==> src/rtl/reg_bank_pkg.sv <==
// Shared encodings for the register-bank sequencer: ctrl field layout,
// load-select codes, request op codes and FSM states.
package reg_bank_pkg;

  localparam int CTRL_ESC_REG1  = 0;
  localparam int CTRL_ESC_REG2  = 1;
  localparam int CTRL_PILHA1    = 2;
  localparam int CTRL_PILHA2    = 3;
  localparam int CTRL_EMPDESEMP = 4;
  localparam int CTRL_SEL_LSB   = 5;

  typedef enum logic [2:0] {
    SEL_NONE   = 3'd0,
    SEL_REG    = 3'd1,
    SEL_HI     = 3'd2,
    SEL_LO     = 3'd3,
    SEL_TIME   = 3'd4,
    SEL_PTIME  = 3'd5,
    SEL_MULDIV = 3'd6,
    SEL_RF     = 3'd7
  } load_sel_e;

  typedef enum logic [2:0] {
    OP_READ      = 3'd0,
    OP_WRITE     = 3'd1,
    OP_MULDIV    = 3'd2,
    OP_PUSH      = 3'd3,
    OP_POP       = 3'd4,
    OP_DELAY     = 3'd5,
    OP_READ_TIME = 3'd6,
    OP_CMP       = 3'd7
  } op_e;

  typedef enum logic [2:0] {
    IDLE, ISSUE, CAPTURE, DLY_LOAD, DLY_PULSE, DLY_SETTLE, DLY_WAIT, DONE
  } state_e;

  localparam logic [4:0] FLAG_NONE      = 5'd0;
  localparam logic [4:0] FLAG_ESC1      = 5'(1 << CTRL_ESC_REG1);
  localparam logic [4:0] FLAG_ESC2      = 5'(1 << CTRL_ESC_REG2);
  localparam logic [4:0] FLAG_PILHA1    = 5'(1 << CTRL_PILHA1);
  localparam logic [4:0] FLAG_PILHA2    = 5'(1 << CTRL_PILHA2);
  localparam logic [4:0] FLAG_EMPDESEMP = 5'(1 << CTRL_EMPDESEMP);

  function automatic logic [7:0] make_ctrl(input load_sel_e sel, input logic [4:0] flags);
    logic [7:0] c;
    c = 8'd0;
    c[CTRL_SEL_LSB +: 3] = sel;
    c[4:0] = flags;
    return c;
  endfunction

endpackage

==> src/rtl/reg_bank_sequencer.sv <==
// Sequences register-bank operations (read, write, stack, mul/div load, compare,
// timed delay) from a valid/ready request and returns a one-cycle completion.
module reg_bank_sequencer
  import reg_bank_pkg::*;
#(
  parameter logic [31:0] WAIT_MAX = 32'hFFFF_FFFF
) (
  input  logic        clk,
  input  logic        reset,
  input  logic        req_valid,
  output logic        req_ready,
  input  logic [2:0]  req_op,
  input  logic [4:0]  req_rs,
  input  logic [4:0]  req_rt,
  input  logic [4:0]  req_rd,
  input  logic [31:0] req_wdata,
  input  logic [31:0] req_wdata_hi,
  input  logic        abort,
  output logic        rsp_valid,
  output logic        rsp_err,
  output logic [31:0] rsp_rdata0,
  output logic [31:0] rsp_rdata1,
  output logic [4:0]  RL0,
  output logic [4:0]  RL1,
  output logic [4:0]  RE0,
  output logic [31:0] esc0,
  output logic [31:0] esc1,
  output logic [7:0]  ctrl,
  output logic        delay,
  input  logic [31:0] D0,
  input  logic [31:0] D1,
  input  logic        DL
);

  state_e      state, next_state;
  op_e         op_q;
  logic [4:0]  rs_q, rt_q, rd_q;
  logic [31:0] wdata_q, wdata_hi_q;
  logic [31:0] wait_cnt, wait_inc;
  logic        err_q;
  logic        accept;

  assign accept   = req_valid && req_ready;
  assign wait_inc = (wait_cnt >= WAIT_MAX) ? WAIT_MAX : wait_cnt + 32'd1;

  // NOTE: state registers use non-blocking assignments so every flop samples
  // pre-edge values regardless of process evaluation order.
  always_ff @(posedge clk) begin
    if (reset) state <= IDLE;
    else       state <= next_state;
  end

  always_comb begin
    next_state = state;
    unique case (state)
      IDLE:       if (accept) next_state = (op_e'(req_op) == OP_DELAY) ? DLY_LOAD : ISSUE;
      ISSUE:      next_state = (op_q == OP_READ || op_q == OP_READ_TIME) ? CAPTURE : DONE;
      CAPTURE:    next_state = DONE;
      DLY_LOAD:   next_state = DLY_PULSE;
      DLY_PULSE:  next_state = DLY_SETTLE;
      DLY_SETTLE: next_state = DLY_WAIT;
      DLY_WAIT:   if (!DL || abort) next_state = DONE;
      DONE:       next_state = IDLE;
      default:    next_state = IDLE;
    endcase
  end

  // NOTE: every output gets a default before the case so no path leaves a
  // signal unassigned, which would otherwise infer a latch.
  always_comb begin
    req_ready = (state == IDLE) && !reset;
    rsp_valid = (state == DONE) && !reset;
    rsp_err   = (state == DONE) && !reset && err_q;
    ctrl      = 8'd0;
    delay     = 1'b0;
    esc0      = 32'd0;
    esc1      = 32'd0;
    RL0       = 5'd0;
    RL1       = 5'd0;
    RE0       = 5'd0;
    unique case (state)
      ISSUE: begin
        unique case (op_q)
          OP_READ: begin
            ctrl = make_ctrl(SEL_REG, FLAG_NONE);
            RL0  = rs_q;
            RL1  = rt_q;
          end
          OP_WRITE: begin
            ctrl = make_ctrl(SEL_NONE, FLAG_ESC1);
            RE0  = rd_q;
            esc0 = wdata_q;
          end
          OP_MULDIV: begin
            ctrl = make_ctrl(SEL_MULDIV, FLAG_NONE);
            esc0 = wdata_q;
            esc1 = wdata_hi_q;
          end
          OP_PUSH:      ctrl = make_ctrl(SEL_NONE, FLAG_PILHA2);
          OP_POP:       ctrl = make_ctrl(SEL_NONE, FLAG_PILHA2 | FLAG_EMPDESEMP);
          OP_READ_TIME: ctrl = make_ctrl(SEL_TIME, FLAG_NONE);
          OP_CMP:       ctrl = make_ctrl(SEL_NONE, FLAG_ESC1 | FLAG_ESC2);
          default:      ctrl = 8'd0;
        endcase
      end
      DLY_LOAD: begin
        // Loads the delay period into the bank's PTIME register.
        ctrl = make_ctrl(SEL_MULDIV, FLAG_ESC1 | FLAG_ESC2);
        esc0 = wdata_q;
      end
      DLY_PULSE: delay = 1'b1;
      default: ;
    endcase
  end

  // NOTE: the request payload only drives outputs while ISSUE/DLY_LOAD are
  // active, so it needs no reset; only control and result state is cleared.
  always_ff @(posedge clk) begin
    if (accept) begin
      op_q       <= op_e'(req_op);
      rs_q       <= req_rs;
      rt_q       <= req_rt;
      rd_q       <= req_rd;
      wdata_q    <= req_wdata;
      wdata_hi_q <= req_wdata_hi;
    end
  end

  // Results load only on the transition into DONE and hold until the next one.
  always_ff @(posedge clk) begin
    if (reset) begin
      wait_cnt   <= 32'd0;
      rsp_rdata0 <= 32'd0;
      rsp_rdata1 <= 32'd0;
      err_q      <= 1'b0;
    end else begin
      if (accept)                 wait_cnt <= 32'd0;
      else if (state == DLY_WAIT) wait_cnt <= wait_inc;

      if (next_state == DONE) begin
        unique case (state)
          CAPTURE: begin
            rsp_rdata0 <= D0;
            rsp_rdata1 <= (op_q == OP_READ) ? D1 : 32'd0;
            err_q      <= 1'b0;
          end
          DLY_WAIT: begin
            // A low DL means normal completion, even if abort arrives together.
            rsp_rdata0 <= wait_inc;
            rsp_rdata1 <= 32'd0;
            err_q      <= DL;
          end
          default: begin
            rsp_rdata0 <= 32'd0;
            rsp_rdata1 <= 32'd0;
            err_q      <= 1'b0;
          end
        endcase
      end
    end
  end

endmodule

==> config.mk <==
export PLATFORM = sky130hd
export DESIGN_NAME = reg_bank_sequencer
export DESIGN_NICKNAME = d
export VERILOG_FILES = /design/src/rtl/reg_bank_pkg.sv /design/src/rtl/reg_bank_sequencer.sv
export SDC_FILE = /design/constraint.sdc
export NUM_CORES = 1
export LEC_CHECK = 0
export CORE_UTILIZATION = 40
export CTS_BUF_LIST = sky130_fd_sc_hd__clkbuf_16
export CTS_CLUSTER_DIAMETER = 50
export DETAILED_ROUTE_END_ITERATION = 10
export PLACE_DENSITY = 0.87
export SYNTH_ARGS = -nofsm -noshare
export SYNTH_HDL_FRONTEND = slang
export SYNTH_SLANG_ARGS = --single-unit
==> constraint.sdc <==
create_clock -name clk -period 2.9 [get_ports clk]
set_input_delay 0.435 -clock clk [delete_from_list [all_inputs] [get_ports clk]]
set_output_delay 0.435 -clock clk [all_outputs]
set_load 0.03 [all_outputs]
==> metrics.txt <==
status=finished clean; Vias/cell=5.45; Max-cap violations=0; gp weighted congestion=0.881; core box area=0.0202 mm^2; Setup Viol. Count Final=0; Synth area leader=edfxtp_1; data arrival time of the worst path=2.33 ns; largest cells by area after synthesis=edfxtp_1 (30%), dfxtp_1 (24%), and2_1 (6.4%); PD cells=just under 700 mW/mm^2; Remaining Overflow, GRT=0; CTS tree=yes; diode count=0; initial antenna violation count=0; placed cell area=0.0114 mm^2; Slew @ Worst Pin=~0.69 ns; top_reg_cell synth=dfxtp_1; sequential-to-total area share from yosys stat=0.545; Pins Over Slew Limit=0; fin crit share=0.952; EDFF count, synth=between 80 and 90; initial DRC count=675; Setup crit end kind=output pin; Rows=52; first-pass GRT wire length=around 40 mm; CP required=between 2 and 2.5 ns; Hold-fix buffers, CTS=0; post-synthesis register bit count=182; Crit Path Class=flip-flop to output pin; Num CTS Buffers=17; DIE WIDTH=around 150 um; nets=1242; drt total wl=25.6 mm; via count=7476; Crit. Startpoint=op_q[0]; asr flop ratio synth=0; total track usage=0.241; Buffers on Ports=304; Yosys top cell area share=0.300; drt wl/cell=around 19 um; Yosys warning count=0; post-route setup TNS=0 ns; final instance area=0.0120 mm^2; synthesized area=0.00820 mm^2; Worst R2R Start=wait_cnt[0]; # DRC=0; final worst path period need=2.76 ns; CTS Root Cell=clkbuf_16; Slew HR=0.539; final hold vios=0; Clock Sinks=182; Area Overhead vs Synth=46.4%; Final Skew=0.00982 ns; Die Y=145 um; HP Class=flip-flop to flip-flop; post-layout util=0.595; drt pass-1 iters=6; clk_lat worst skew=between 0.4 and 0.5 ns; static leakage=4.20 nW; Longest Clk Path Bufs=2; startpoint types=flip-flop; most frequent cells in the layout=clkdlybuf4s50_1 (228), buf_4 (103), dfxtp_1 (98); commonest non-fill, non-tap cell in the layout=clkdlybuf4s50_1; cell count after synthesis=800; pin count of the biggest net entering global routing=64; clock slew at reported path FFs=0.07 ns; layout cells sized above 1=0.161; worst hold slack=roughly 0.46 ns; vias in the first global route=between 7000 and 8000; unrepaired setup endpoints after global routing=no; f_max=0.362 GHz; Starting Density=0.406; synth unique cells=between 60 and 70; detailed placement HPWL=19.0 mm; synthesized area per cell=10.2 um^2; DRT antenna net count=0; Layout fillers=1602; I/O pins=306; HP Start=err_q; CP max FO=9; die footprint=around 0.021 mm^2; synthesized net count=952; H-tree levels=4; reg2reg setup slack=0.46 ns; VDD IR-drop max=between 0.0004 and 0.0005 V
[kinds of logic after synthesis]
| kind of cell | count (synthesis) | share of synthesized area |
|---|---|---|
| flops | 182 | 0.545 |
| buf+inv | 76 | 0.0400 |
| simple gates | 327 | 0.218 |
| other cells | 1 | 0.000457 |
| mux | 4 | 0.00504 |
| xor+xnor | 16 | 0.0171 |
| compound gates | 193 | 0.173 |
| fa+ha+maj | 1 | 0.00153 |
[power breakdown]
| part | total, mW | internal (mW) | switching [mW] |
|---|---|---|---|
| Clock | 2.38 | 1.25 | 1.13 |
| Combinational | 2.56 | 0.985 | 1.57 |
| Sequential | 3.25 | 3.07 | 0.187 |
[cell usage after synthesis (3+ instances only)]
master,instances
nand4_1,14
a311oi_1,15
and2_1,84
or3_1,3
nor4_1,13
xnor2_1,12
nand2b_1,7
a22oi_1,34
nor3_1,26
o21ai_1,4
clkbuf_1,45
buf_2,11
or2_2,3
edfxtp_1,82
inv_1,13
a31oi_1,11
mux2i_1,3
and3_1,9
o32ai_1,3
a21oi_1,34
nand2_1,43
o211ai_1,6
a221o_1,3
a211oi_1,13
buf_4,3
and4_1,10
a221oi_2,7
xor2_1,4
nand3_1,16
nor2_1,81
a311oi_2,3
o31a_1,4
o221a_2,6
or4_1,3
o21ai_0,31
dfxtp_1,100
[flip-flops by register name (all words and copies together) (netlist names)]
| name | cells |
|---|---|
| rsp_rdata0 | 32 |
| rsp_rdata1 | 32 |
| wait_cnt | 32 |
| wdata_hi_q | 32 |
| wdata_q | 32 |
| rd_q | 5 |
| rs_q | 5 |
| rt_q | 5 |
| op_q | 3 |
| state | 3 |
| err_q | 1 |
[critical path, cell delays in order, from the launching register on]
cell and delay, ns:
edfxtp_1 0.52, inv_1 0.18, mux2_2 0.35, nor3_1 0.13, clkdlybuf4s50_1 0.71
[area by class of cell]
class / count / area (um^2) / area share
Clock inverter: 15 / 189 / 0.0157
Tap cell: 270 / 338 / 0.0281
Clock buffer: 17 / 425 / 0.0354
Multi-Input combinational cell: 542 / 3430 / 0.286
Sequential cell: 182 / 4470 / 0.372
Timing Repair Buffer: 334 / 3100 / 0.258
Inverter: 13 / 52.6 / 0.00438
[stage by stage]
step / total power [mW] / instances / worst slack [ns]
global route: 8.52 / 1373 / 0.00545
finish: 8.19 / 1373 / 0.140
global placement: 5.80 / 1341 / 0.454
CTS: 8.22 / 1373 / 0.00777
floorplan: 4.73 / 800 / 0.0777
detailed placement: 5.84 / 1341 / 0.363
[layer usage]
metal / GRT usage / part of all wire / vias up / wire, um
met3: 0.0513 / 0.067 / 42 / 1710
met4: 0.0889 / 0.025 / 0 / 628
met2: 0.402 / 0.49 / 376 / 12600
met5: 0 / 0 / - / 0
li1: - / - / 3541 / -
met1: 0.306 / 0.42 / 3517 / 10600
[worst paths after layout]
| check | to | cells after the start |
|---|---|---|
| setup / recovery | ctrl[3] | 4 |
| hold / removal | err_q | 2 |
| setup reg to reg | wait_cnt[9] | 7 |
| hold reg to reg | err_q | 2 |
[what timing repair did]
item | in CTS | in global routing
gates resized for setup | 1 | 3
endpoints found under the setup margin | 5 | 6
buffers inserted | 0 | 0
Note: power is estimated with default switching activity, not from simulation.
